<file path="src/rtl/adder_arb.sv">
// Round-robin arbiter/sequencer sharing one 4-bit ripple adder between two requesters.
// SUB runs two passes (A + ~B, then +1) because the shared adder has no carry-in.
module adder_arb #(
  parameter int PASS_CYCLES = 1
) (
  input  logic       clk,
  input  logic       rst_n,
  input  logic       req0,
  input  logic       req1,
  input  logic       op0,
  input  logic       op1,
  input  logic [3:0] a0,
  input  logic [3:0] b0,
  input  logic [3:0] a1,
  input  logic [3:0] b1,
  output logic       gnt0,
  output logic       gnt1,
  output logic       done0,
  output logic       done1,
  output logic [3:0] result,
  output logic       vflag,
  output logic       busy,
  output logic [3:0] add_a,
  output logic [3:0] add_b,
  input  logic [3:0] add_sum,
  input  logic       add_ovf
);

  typedef enum logic [1:0] {IDLE, PASS1, PASS2, DONE} state_t;

  localparam logic [3:0] CNT_LAST = 4'(PASS_CYCLES - 1);

  state_t     state;
  state_t     state_nxt;
  logic [3:0] opa;
  logic [3:0] opb;
  logic [3:0] tmp;
  logic [3:0] cnt;
  logic       op;
  logic       owner;
  logic       last;
  logic       accept;
  logic       pick;
  logic       pass_end;
  logic       sub_v;

  // On a tie the requester that was not granted last time wins.
  assign accept   = req0 | req1;
  assign pick     = (req0 & req1) ? ~last : req1;
  assign pass_end = (cnt == CNT_LAST);
  assign sub_v    = (opa[3] ^ opb[3]) & (add_sum[3] ^ opa[3]);

  always_ff @(posedge clk or negedge rst_n) begin
    if (!rst_n) begin
      state <= IDLE;
    end else begin
      state <= state_nxt;
    end
  end

  always_comb begin
    state_nxt = state;
    gnt0      = 1'b0;
    gnt1      = 1'b0;
    done0     = 1'b0;
    done1     = 1'b0;
    add_a     = 4'b0000;
    add_b     = 4'b0000;
    busy      = (state != IDLE);
    case (state)
      IDLE: begin
        if (accept) state_nxt = PASS1;
      end
      PASS1: begin
        add_a = opa;
        add_b = op ? ~opb : opb;
        if (cnt == 4'd0) begin
          gnt0 = ~owner;
          gnt1 = owner;
        end
        if (pass_end) state_nxt = op ? PASS2 : DONE;
      end
      PASS2: begin
        add_a = tmp;
        add_b = 4'b0001;
        if (pass_end) state_nxt = DONE;
      end
      DONE: begin
        done0     = ~owner;
        done1     = owner;
        state_nxt = IDLE;
      end
      default: state_nxt = IDLE;
    endcase
  end

  // result/vflag load on the edge entering DONE so they are valid during the done pulse.
  always_ff @(posedge clk or negedge rst_n) begin
    if (!rst_n) begin
      opa    <= 4'b0000;
      opb    <= 4'b0000;
      tmp    <= 4'b0000;
      cnt    <= 4'b0000;
      op     <= 1'b0;
      owner  <= 1'b0;
      last   <= 1'b1;
      result <= 4'b0000;
      vflag  <= 1'b0;
    end else begin
      case (state)
        IDLE: begin
          if (accept) begin
            opa   <= pick ? a1 : a0;
            opb   <= pick ? b1 : b0;
            op    <= pick ? op1 : op0;
            owner <= pick;
            last  <= pick;
            cnt   <= 4'b0000;
          end
        end
        PASS1: begin
          if (pass_end) begin
            tmp <= add_sum;
            cnt <= 4'b0000;
            if (!op) begin
              result <= add_sum;
              vflag  <= add_ovf;
            end
          end else begin
            cnt <= cnt + 4'd1;
          end
        end
        PASS2: begin
          if (pass_end) begin
            tmp    <= add_sum;
            result <= add_sum;
            vflag  <= sub_v;
            cnt    <= 4'b0000;
          end else begin
            cnt <= cnt + 4'd1;
          end
        end
        default: ;
      endcase
    end
  end

endmodule

</file>
<file path="config.mk">
export PLATFORM = sky130hd
export DESIGN_NAME = adder_arb
export DESIGN_NICKNAME = d
export VERILOG_FILES = /design/src/rtl/adder_arb.sv
export SDC_FILE = /design/constraint.sdc
export NUM_CORES = 1
export LEC_CHECK = 0
export ABC_AREA = 1
export CAP_MARGIN = 20
export CORE_ASPECT_RATIO = 0.9
export CORE_MARGIN = 3
export CORE_UTILIZATION = 42
export CTS_BUF_LIST = sky130_fd_sc_hd__clkbuf_8 sky130_fd_sc_hd__clkbuf_16
export CTS_CLUSTER_DIAMETER = 60
export DETAILED_ROUTE_END_ITERATION = 8
export GPL_ROUTABILITY_DRIVEN = 0
export PLACE_DENSITY = 0.83
export SETUP_SLACK_MARGIN = 0.02
export SYNTH_ARGS = -nofsm -noshare
export SYNTH_HDL_FRONTEND = slang
export SYNTH_SLANG_ARGS = --single-unit
</file>
<file path="constraint.sdc">
create_clock -name clk -period 1.45 [get_ports clk]
set_clock_uncertainty 0.05 [all_clocks]
set_input_delay 0.29 -clock clk [delete_from_list [all_inputs] [get_ports clk]]
set_output_delay 0.29 -clock clk [all_outputs]
set_load 0.02 [all_outputs]
</file>
==> results.toml <==
[setup_path]
worst-path-buf-inv = 3
slowest_stage = "dfrtp_1"
critPathTopFamily = "flip-flops"
max_stage_delay_ns = 0.39
worst-endpoint-arrival_ns = 1.56
crit_fanout = 6
critPathLaunchType = "flop"
crit_required_ns = 1.11
critical_path_class = "reg -> out"
end_kind = "output port"
path_cells = "inv_2 -> ha_4 -> clkinvlp_4 -> o22ai_2 -> buf_6"

[final_layout]
syn_to_final_growth_pct = 71.52
antenna_cells = 0
fin_cells = 332
drive_gt1_share_pct = 40.97
nNetsFinal = 323
n_fill_cell = 235
fin_util_pct = 76.38

[status]
violations = "negative setup slack"
outcome = "complete, but fails checks"

[hold_path]
min_path_type = "in -> async"

[clock_network]
clockBufferDepth = 2
numCtsBuffers = 3
cts-root-buf = "clkbuf_8"
cts_sinks = 26
hold_buffers = 0
cts_tree = "yes"
clkLatencyLatePin_ns = 0.27
path_clk_slew_ns = 0.10
h-tree-depth = 1

[timing]
slew_headroom_pct = 82.55
slew_violations = 0
max_freq_ghz = 0.5258
setup_slack_ns = -0.4518
min_period_ns = 1.902
final_hold_viol_count = 0
worst_pin_slew_ns = 0.2618
final.setup.tns_ns = -6.671
rsz0062_at_grt = "yes"
setup_viol = 37
holdWs_ns = 0.2999
period_share_pct = 131.2

[global_routing]
grt_pass1_vias = 1699
grt_pass1_wl_mm = 7.555
grt_antenna_before_repair = 0
grt.total_usage_pct = 21.33
grt_max_degree = 17
grt_overflow_total = 0

[place]
dpl.cell_count = 322
place_ws_ns = -0.6221
dp_hpwl_mm = 3.180
portBuffers = 44

[detailed_routing]
dr.pass1.iters = 4
first_iter_violations = 82
wl_mm = 4.938
vias_per_cell = 5.145
num_vias = 1708
ant_nets = 0
drc = 0
wire_per_inst_um = 14.87

[die]
coreArea_um2 = 3453
num_io_pins = 45
start_util_pct = 44.53
dieArea_um2 = 4424
fp.dieW_um = 69.78
fp.dieH_um = 63.41
fp-row-count = 20

[yosys]
syn-num-nets = 234
ys_ff_latch = 26
ys_warn_count = 0
syn_area_per_cell_um2 = 7.689
yosysMostFrequentCell = "nand2_1"
async_flop_share_pct = 100.0
netlist_top_cells_area = "dfrtp_1, nand2_1, inv_1"
syn_area_um2 = 1538
synth_top_area_share_pct = 40.68
synth_top_area_cell = "dfrtp_1"
synth_top_cells_by_count = "nand2_1, inv_1, dfrtp_1, nand3_1, o21ai_0"
synth.distinct_cells = 25
synth_ff_type = "dfrtp_1"
synth-edff-count = 0
ys_seq_area_share_pct = 42.39
synthCells = 200

[pwr]
peakVddDrop_mv = 1.105
power.density_nw_per_um2 = 2114
leakage_nw = 1.298

[job]
cap_violations = 0
[sequential cells by signal, indices dropped and copies added, names as in the netlist]
signal / count
cnt: 4
opa: 4
opb: 4
result: 4
tmp: 4
state: 2
last: 1
op: 1
owner: 1
vflag: 1
[per-stage QoR]
stage	power [mW]	cell area, um^2
2_1_floorplan	3.094	1603
4_1_cts	5.314	2550
6_report	5.575	2638
5_1_grt	5.962	2638
3_5_place_dp	4.507	2361
3_3_place_gp	4.425	2361
[cells in the final DEF, fill, tap and decap left out, types with 2 or more instances in the layout]
master	count
a21oi_2	7
nor2_1	5
nand2_2	6
nand2_4	5
dlygate4sd2_1	5
buf_4	48
dfrtp_1	25
nand2_1	60
o21ai_2	3
ha_2	3
clkdlybuf4s50_1	26
inv_1	21
o21a_1	5
o21a_2	2
nand3_2	5
nand3_1	11
clkbuf_8	3
inv_2	5
a21oi_4	2
nand4_1	2
nand3_4	4
o21ai_0	4
o21ai_1	3
nor3_4	2
ha_4	3
buf_6	7
o22ai_2	4
[metal layers]
layer,track usage [%],wire [um]
met1,24.17,1948
met2,40.80,2686
met3,2.392,230
met4,7.656,73
met5,0,0
[worst register-to-register path, stage by stage (launching register included)]
cell	delay (ns)
dfrtp_1	0.42
buf_4	0.17
ha_2	0.20
buf_4	0.14
or2_4	0.27
nand2_4	0.10
nand2_2	0.08
nand2_1	0.07
o21ai_1	0.07
[final cells by class]
cell class | count | area, um^2 | area share, %
inverters | 28 | 116.4 | 4.412
clock inverters | 1 | 3.754 | 0.1423
well taps | 44 | 55.05 | 2.087
multi-input cells | 142 | 1001 | 37.95
flip-flops and latches | 26 | 651.9 | 24.72
clock buffers | 3 | 41.29 | 1.565
repair buffers | 88 | 768.2 | 29.13
[kinds of logic after synthesis]
family	share of synthesized area, %
AND/OR/NAND/NOR	28.15
buffers and inverters	9.113
AO/OA/AOI/OAI	13.51
flip-flops	42.39
adder cells (fa/ha/maj)	5.695
XOR/XNOR	1.139
[power breakdown]
| part | leakage (nW) | internal [mW] | switching (mW) |
|---|---|---|---|
| logic | 0.955 | 1.79 | 2.06 |
| clock network | 0.0269 | 0.190 | 0.236 |
| registers | 0.316 | 1.06 | 0.248 |
[timing repair]
item,in CTS,in global routing
pin swaps,3,5
buffers inserted,4,3
gates cloned,1,0
endpoints found under the setup margin,41,38
resized for setup,104,28
[final timing paths]
path	start	end	slack (ns)	cells past startpoint
worst max-delay path	state[1]$_DFFE_PN0P_	add_b[0]	-0.45	5
worst min-delay path	rst_n	opb[2]$_DFFE_PN0P_	0.30	2
worst max register to register	state[1]$_DFFE_PN0P_	state[0]$_DFFE_PN0P_	-0.24	8
worst min register to register	result[0]$_DFFE_PN0P_	result[0]$_DFFE_PN0P_	0.42	2
max in group asynchronous	rst_n	tmp[0]$_DFFE_PN0P_	0.81	2
min in group clk	result[0]$_DFFE_PN0P_	result[0]$_DFFE_PN0P_	0.42	2
No activity file was read; power rests on OpenSTA's default activity.
